File: src/rtl/tff_bank_arbiter.sv
// Round-robin arbitrated bank of T flip-flops: the winning requester's mask is toggled into q.
// Define TFF_ARB_FIXED_PRI_EN for fixed lowest-index-wins priority instead of round-robin.
module tff_bank_arbiter #(
  parameter int NREQ  = 4,
  parameter int WIDTH = 8,
  parameter int PW    = 2
) (
  input  logic                    clk,
  input  logic                    rst,
  input  logic [NREQ-1:0]         req,
  input  logic [NREQ*WIDTH-1:0]   mask,
  output logic [NREQ-1:0]         gnt,
  output logic [NREQ-1:0]         done,
  output logic [WIDTH-1:0]        q,
  output logic                    busy
);

  typedef enum logic [1:0] {
    IDLE  = 2'd0,
    APPLY = 2'd1,
    ACK   = 2'd2
  } state_t;

  // Reject pointer widths that cannot address exactly the requester range.
  if (NREQ < 2 || NREQ > 16 || PW != $clog2(NREQ)) begin : g_bad_param
    $error("tff_bank_arbiter: NREQ must be 2..16 and PW must equal clog2(NREQ)");
  end

  state_t           state_q;
  state_t           state_n;
  logic [PW-1:0]    ptr;
  logic [PW-1:0]    widx;
  logic [WIDTH-1:0] mlat;
  logic             found;
  logic [PW-1:0]    win;
  int               base;

`ifdef TFF_ARB_FIXED_PRI_EN
  assign base = 0;
`else
  assign base = int'(ptr);
`endif

  // Search starts at the pointer and wraps, so the first hit is the fairest winner.
  always_comb begin : arb
    int j;
    // NOTE: every combinational output gets a default first so no path leaves it unassigned (no latch).
    found = 1'b0;
    win   = '0;
    j     = 0;
    for (int k = 0; k < NREQ; k++) begin
      j = base + k;
      if (j >= NREQ) j = j - NREQ;
      if (!found && req[j]) begin
        found = 1'b1;
        win   = PW'(j);
      end
    end
  end

  always_comb begin
    state_n = state_q;
    case (state_q)
      IDLE:    if (found) state_n = APPLY;
      APPLY:   state_n = ACK;
      ACK:     state_n = IDLE;
      default: state_n = IDLE;
    endcase
  end

  // NOTE: all sequential state uses non-blocking assignments so every register samples pre-edge values.
  always_ff @(posedge clk) begin
    if (rst) begin
      state_q <= IDLE;
      ptr     <= '0;
      widx    <= '0;
      mlat    <= '0;
      gnt     <= '0;
      done    <= '0;
      q       <= '0;
      busy    <= 1'b0;
    end else begin
      state_q <= state_n;
      busy    <= (state_n != IDLE);
      case (state_q)
        IDLE: begin
          if (found) begin
            gnt  <= NREQ'(1) << win;
            widx <= win;
            mlat <= mask[win*WIDTH +: WIDTH];
          end
        end
        APPLY: begin
          // Requester may withdraw here; the latched mask still completes the operation.
          q    <= q ^ mlat;
          done <= gnt;
        end
        ACK: begin
          gnt  <= '0;
          done <= '0;
`ifdef TFF_ARB_FIXED_PRI_EN
          ptr  <= '0;
`else
          if (int'(widx) == NREQ - 1) ptr <= '0;
          else                        ptr <= widx + 1'b1;
`endif
        end
        default: ;
      endcase
    end
  end

endmodule

File: config.mk
export PLATFORM = sky130hd
export DESIGN_NAME = tff_bank_arbiter
export DESIGN_NICKNAME = d
export VERILOG_FILES = /design/src/rtl/tff_bank_arbiter.sv
export SDC_FILE = /design/constraint.sdc
export NUM_CORES = 1
export LEC_CHECK = 0
export ABC_AREA = 1
export ABC_CLOCK_PERIOD_IN_PS = 1600
export BUFFER_PORTS_ARGS = -buffer_cell sky130_fd_sc_hd__buf_2
export CAP_MARGIN = 30
export CELL_PAD_IN_SITES_DETAIL_PLACEMENT = 0
export CELL_PAD_IN_SITES_GLOBAL_PLACEMENT = 1
export CORE_MARGIN = 5
export CORE_UTILIZATION = 31
export CTS_CLUSTER_DIAMETER = 30
export DETAILED_ROUTE_END_ITERATION = 12
export GPL_ROUTABILITY_DRIVEN = 0
export PLACE_DENSITY_LB_ADDON = 0.1
export SETUP_SLACK_MARGIN = 0.15
export SLEW_MARGIN = 20
export SYNTH_ARGS = -nofsm -noshare
export SYNTH_HDL_FRONTEND = slang
export SYNTH_SLANG_ARGS = --single-unit
File: constraint.sdc
create_clock -name clk -period 1.6 [get_ports clk]
set_input_delay 0.32 -clock clk [delete_from_list [all_inputs] [get_ports clk]]
set_output_delay 0.32 -clock clk [all_outputs]
set_load 0.1 [all_outputs]
==> results of run 1 <==
==> worst max path at each step <==
stage                         end  startpoint  slack [ns]  cells after the start
after floorplan           mlat[2]      ptr[0]       0.002                     17
after global placement    mlat[1]      req[0]       -0.23                     17
after detailed placement  mlat[4]      ptr[0]       -0.21                     14
after CTS                 mlat[6]      ptr[0]       -0.17                     13
after global routing      mlat[5]      ptr[0]       -0.36                     12
final                      gnt[3]      ptr[0]       -0.21                     11
==> per-layer routing <==
| layer | vias to the layer above | part of all wire | track usage |
|---|---|---|---|
| li1 | 1091 | - | - |
| met2 | 33 | 0.51 | 0.2467 |
| met4 | 0 | 0.0099 | 0.03453 |
| met5 | - | 0 | 0 |
| met3 | 6 | 0.040 | 0.03266 |
| met1 | 915 | 0.44 | 0.1735 |
==> cell families (layout without fill, tap and decap cells) <==
| kind of cell | count (synthesis) | in the layout | share of synthesized area |
|---|---|---|---|
| AOI/OAI and AO/OA | 33 | 33 | 0.09530 |
| adders and majority gates | 4 | 4 | 0.02803 |
| buffers and inverters | 34 | 125 | 0.08760 |
| DFF | 31 | 31 | 0.3476 |
| and+or+nand+nor | 187 | 187 | 0.4415 |
==> synth_stat cells <==
cell type / number
buf_6: 3
dfxtp_1: 31
inv_2: 3
ha_1: 4
buf_2: 2
nand4_1: 2
or2_2: 1
o21ai_1: 1
nand2_2: 7
nand3_2: 1
a21oi_1: 20
nor2_1: 29
nor2_2: 1
inv_1: 21
nand3_1: 27
nand2_1: 116
nand3b_1: 1
nor2_4: 2
clkbuf_1: 4
o211a_1: 1
buf_4: 1
o21ai_0: 11
==> worst max-delay path, stage by stage (launching register included) <==
cell        delay [ns]
dfxtp_4           0.37
inv_4             0.11
nand2_1           0.10
nand3_2           0.10
nand2_4           0.06
nor2_4            0.16
nand4_1           0.18
nand2_4           0.14
clkinvlp_4        0.18
buf_4             0.18
nand3_1           0.06
a21oi_1           0.06
==> layout by cell type (no fill, tap or decap), drive strengths merged <==
cell type and instances:
nand3b 1, ha 4, inv 23, nand3 28
a21oi 20, clkinv 1, buf 93, clkinvlp 1
o21ai 12, or2 1, dfxtp 31, o211a 1
clkbuf 7, nand4 2, nand2 123, nor2 32
==> flip-flops by register name (all words and copies together) (netlist names) <==
name     flops
busy         1
done         4
gnt          4
mlat         8
ptr          2
q            8
state_q      2
widx         2
==> per-stage QoR <==
stage | setup WS, ns | total power, µW | utilization | std cells | hold WS [ns]
2_1_floorplan | 0.001885 | 2128 | - | 289 | 0.4681
3_3_place_gp | -0.2290 | 2553 | 0.4284 | 434 | 0.4703
3_5_place_dp | -0.2101 | 2555 | 0.4284 | 434 | 0.4735
4_1_cts | -0.1686 | 3300 | 0.4668 | 446 | 0.3565
5_1_grt | -0.3637 | 3693 | 0.4982 | 452 | 0.4243
6_report | -0.2142 | 3434 | 0.4982 | 452 | 0.3612
==> timing repair <==
item	CTS	global route
pin swaps	16	7
gates resized for setup	27	31
setup endpoints to repair	16	16
setup buffers	5	5
endpoints found under the hold margin	0	0
gates cloned	0	1
==> area by class of cell <==
class / count / area share
sequential: 31 / 0.2276
multi-input combinational: 224 / 0.4397
clock buffer: 6 / 0.02992
clock inverter: 1 / 0.001813
tap: 72 / 0.03264
timing repair buffer: 94 / 0.2316
inverter: 24 / 0.03672
==> where the power goes <==
part	internal (µW)	leakage (µW)	switching [µW]	total (µW)
Sequential	903	0.000256	98.4	1000
Clock	337	0.0000470	272	608
Combinational	679	0.00115	1150	1820
Total	1920	0.00145	1520	3430
==> flow_metrics.tcl, run 1 <==
set metrics [dict create \
    run_status "finished with violations" \
    failed_checks "negative setup slack" \
    final_nets 422 \
    overflow 0 \
    cts_buffer_depth 2 \
    drive_above_1_share 0.4289 \
    cts_max_level 2 \
    critical_path_class "flop to flop" \
    worstHoldEndpoint "mlat[3]" \
    setup_viol 15 \
    grt_pass1_vias 2023 \
    cp-end-kind "flop" \
    skew_ns 0.003603 \
    ys_warn_count 0 \
    crit_path_max_fanout 9 \
    p_leak_uw 0.001453 \
    r2r_start "ptr[0]" \
    tightest_slew_ns 0.4875 \
    numCtsBuffers 5 \
    drt_wl_total_mm 4.974 \
    ff2ff_setup_slack_ns -0.21 \
    vdd_ir_drop_max_v 0.0005636 \
    dr.pass1.iters 4 \
    finalCritPeriodShare 1.134 \
    globalRouteTotalUtil 0.1409 \
    antenna_found_initial 0 \
    clock_latency_ns 0.27 \
    drc 0 \
    syn_to_final_growth_pct 54.59 \
    wl_per_cell_um 11.00 \
    arrival_ns 1.98 \
    drt_iter0_markers 35 \
    fin_ws_ns -0.2142 \
    syn_area_mm2 0.001785 \
    die-height_um 85.89 \
    synth_area_leaders "dfxtp_1 (35%), nand2_1 (24%), nand3_1 (7.6%)" \
    report.final.slew_viol_count 0 \
    clock.fmax_mhz 551.2 \
    die_area_mm2 0.007377 \
    ys_seq_area_frac 0.3476 \
    avgSynthCellArea_um2 6.178 \
    cp.required_ns 1.76 \
    synth_cell_types 22 \
    syn_inst 289 \
    power.density_mw_per_mm2 1244 \
    worstSetupStartpointType "flop" \
    initial_utilization 0.3223 \
    postCtsHoldBufs 0 \
    finalSetupTns_ns -2.335 \
    min_path_cells 5 \
    max_cap_viol_count 0 \
    rsz0062_at_grt "yes" \
    dp_hpwl_mm 3.815 \
    grt_max_degree 18 \
    min_period_ns 1.814 \
    hp-class "primary input to flop" \
    yosys_register_bits 31 \
    hold_violations 0 \
    grt_pass1_wl_mm 8.556 \
    min_from "mask[3]" \
    fillers 603 \
    yosys.area.top_type "dfxtp_1" \
    timing.rr.end "gnt[3]" \
    n_antenna_cell 0 \
    postPlaceCellArea_mm2 0.002374 \
    io-pin-count 55 \
    root_buffer "clkbuf_8" \
    ant_nets 0 \
    multi_input_area_mm2 0.001214 \
    final_area_mm2 0.002760 \
    core-area_mm2 0.005540 \
    ff2ff_path_depth 11 \
    row_count 27 \
    viasPerCell 4.524 \
    die_w_um 85.89 \
    io_buffers 54 \
    slew_headroom 0.6773 \
    cts_tree "done" \
    ff_latch_area_um2 628.1 \
    cts.sinks 31 \
    synth_top_area_share 0.3476 \
    vias 2045 \
    syn-num-nets 331 \
    clk_pin_slew_ns 0.06 \
]
(Power assumes the default switching activity.)
==> inputs of run 2 (changes only) <==
--- a/config.mk
+++ b/config.mk
@@ -11,6 +11,7 @@
 export CAP_MARGIN = 30
 export CELL_PAD_IN_SITES_DETAIL_PLACEMENT = 0
 export CELL_PAD_IN_SITES_GLOBAL_PLACEMENT = 1
+export CORE_ASPECT_RATIO = 0.6
 export CORE_MARGIN = 5
 export CORE_UTILIZATION = 31
 export CTS_CLUSTER_DIAMETER = 30
==> flow_metrics.tcl, run 2 (synthesis gave the netlist of run 1 again) <==
set metrics [dict create \
    drt_wl_total_mm 5.309 \
    crit_path_max_fanout 8 \
    finalCritPeriodShare 1.155 \
    overflow 0 \
    power.density_mw_per_mm2 1274 \
    arrival_ns 2.05 \
    clock_latency_ns 0.29 \
    min_from "mask[20]" \
    grt_max_degree 18 \
    vias 2023 \
    io-pin-count 55 \
    globalRouteTotalUtil 0.1480 \
    cts.sinks 31 \
    n_antenna_cell 0 \
    core-area_mm2 0.005570 \
    ff2ff_setup_slack_ns -0.25 \
    mostFrequentLayoutCell "nand2_1" \
    postPlaceCellArea_mm2 0.002346 \
    die_area_mm2 0.007427 \
    final_nets 418 \
    hold_violations 0 \
    rsz0062_at_grt "yes" \
    ant_nets 0 \
    report.final.slew_viol_count 0 \
    dr.pass1.iters 4 \
    worstSetupStartpointType "flop" \
    viasPerCell 4.427 \
    initial_utilization 0.3205 \
    slew_headroom 0.6778 \
    numCtsBuffers 5 \
    min_period_ns 1.848 \
    path_delay_family "simple AND/OR/NAND/NOR gates" \
    syn_to_final_growth_pct 59.50 \
    row_count 21 \
    hp-class "primary input to flop" \
    max_cap_viol_count 0 \
    drive_above_1_share 0.4801 \
    cp_slowest_cell "dfxtp_4" \
    setup_viol 15 \
    vdd_ir_drop_max_v 0.0004346 \
    io_buffers 54 \
    postCtsHoldBufs 0 \
    crit_top_cell "nand2_2" \
    clock.fmax_mhz 541.2 \
    final_core_util 0.5112 \
    run_status "finished with violations" \
    timing.critical_path.cells "buf_8 -> nand2_4 -> nand2_2 -> nand2_2 -> nand2_4 -> nor2_4 -> nand4_1 -> nand2_4 -> clkinvlp_4 -> nand2_2 -> nand3_4 -> nand2_2 -> inv_2" \
    p_leak_uw 0.001480 \
    crit_buf_inv 3 \
    final_cell_mix "nand2_1 (79), buf_2 (53), nand2_2 (33), dfxtp_1 (29), buf_4 (27)" \
    drt_iter0_markers 64 \
    r2r_start "ptr[0]" \
    max_stage_delay_ns 0.37 \
    root_buffer "clkbuf_8" \
    tightest_slew_ns 0.4866 \
    wl_per_cell_um 11.62 \
    cts_max_level 2 \
    largestRegisters "mlat (8), q (8)" \
    die-height_um 68.79 \
    cp-end-kind "flop" \
    cp.required_ns 1.80 \
    grt_pass1_vias 1801 \
    failed_checks "negative setup slack" \
    cts_buffer_depth 2 \
    critical_path_class "flop to flop" \
    antenna_found_initial 0 \
    hold-worst-slack_ns 0.3605 \
    skew_ns 0.008201 \
    grt_pass1_wl_mm 8.535 \
    die_w_um 108.0 \
    fin_ws_ns -0.2477 \
    final_area_mm2 0.002848 \
    clk_pin_slew_ns 0.07 \
    startpoint "ptr[0]" \
    cts_tree "done" \
    dp_hpwl_mm 4.074 \
    drc 0 \
]
run 2: changes by cell type in the layout (fill, tap and decap cells not counted), sizes merged:
| cell | before | now |
|---|---|---|
| buf | 93 | 89 |
| clkbuf | 7 | 8 |
run 2: stage by stage:
step / total power, µW / cells / setup TNS (ns) / worst slack (ns)
after floorplan: 2128 / 289 / 0 / 0.001885
after global placement: 2564 / 437 / -2.768 / -0.2397
after detailed placement: 2562 / 437 / -3.379 / -0.2909
after CTS: 3426 / 449 / -2.533 / -0.2335
after global routing: 3871 / 457 / -5.115 / -0.3890
final: 3629 / 457 / -2.934 / -0.2477
run 2: area by class of cell:
type,instances,area [µm²]
well taps,80,100.1
fillers,570,2723
multi-input cells,224,1308
repair buffers,90,598.1
inverters,24,101.3
flip-flops and latches,31,628.1
clock buffers,7,107.6
clock inverters,1,5.005
run 2: worst register-to-register path, stage by stage (launching register included):
cell and delay [ns]:
dfxtp_4 0.37, buf_8 0.15, nand2_4 0.05, nand2_2 0.06, nand2_2 0.08, nand2_4 0.05
nor2_4 0.14, nand4_1 0.17, nand2_4 0.15, clkinvlp_4 0.20, nand2_2 0.14, nand3_4 0.09
nand2_2 0.08, inv_2 0.03
run 2: final timing paths:
kind / depth (start not counted) / to
max: 13 / mlat[0]
min: 5 / mlat[4]
max reg2reg: 13 / mlat[0]
min reg2reg: 2 / gnt[2]
run 2: where the power goes:
group | internal (µW) | total [µW] | switching, µW
Sequential | 902 | 1000 | 98.5
Combinational | 669 | 1890 | 1220
Clock | 440 | 741 | 301
Total | 2010 | 3630 | 1620
run 2: layer usage:
| metal | wire length [µm] | vias up | GRT usage |
|---|---|---|---|
| li1 | - | 1089 | - |
| met1 | 2875 | 879 | 0.2210 |
| met2 | 2049 | 49 | 0.1981 |
| met3 | 321 | 6 | 0.05023 |
| met4 | 63 | 0 | 0.03780 |
| met5 | 0 | - | 0 |
run 2: timing repair:
action	CTS	global route
gates resized for setup	34	55
setup buffers	4	7
pin swaps	23	47
gates cloned	0	1
setup endpoints to repair	16	17
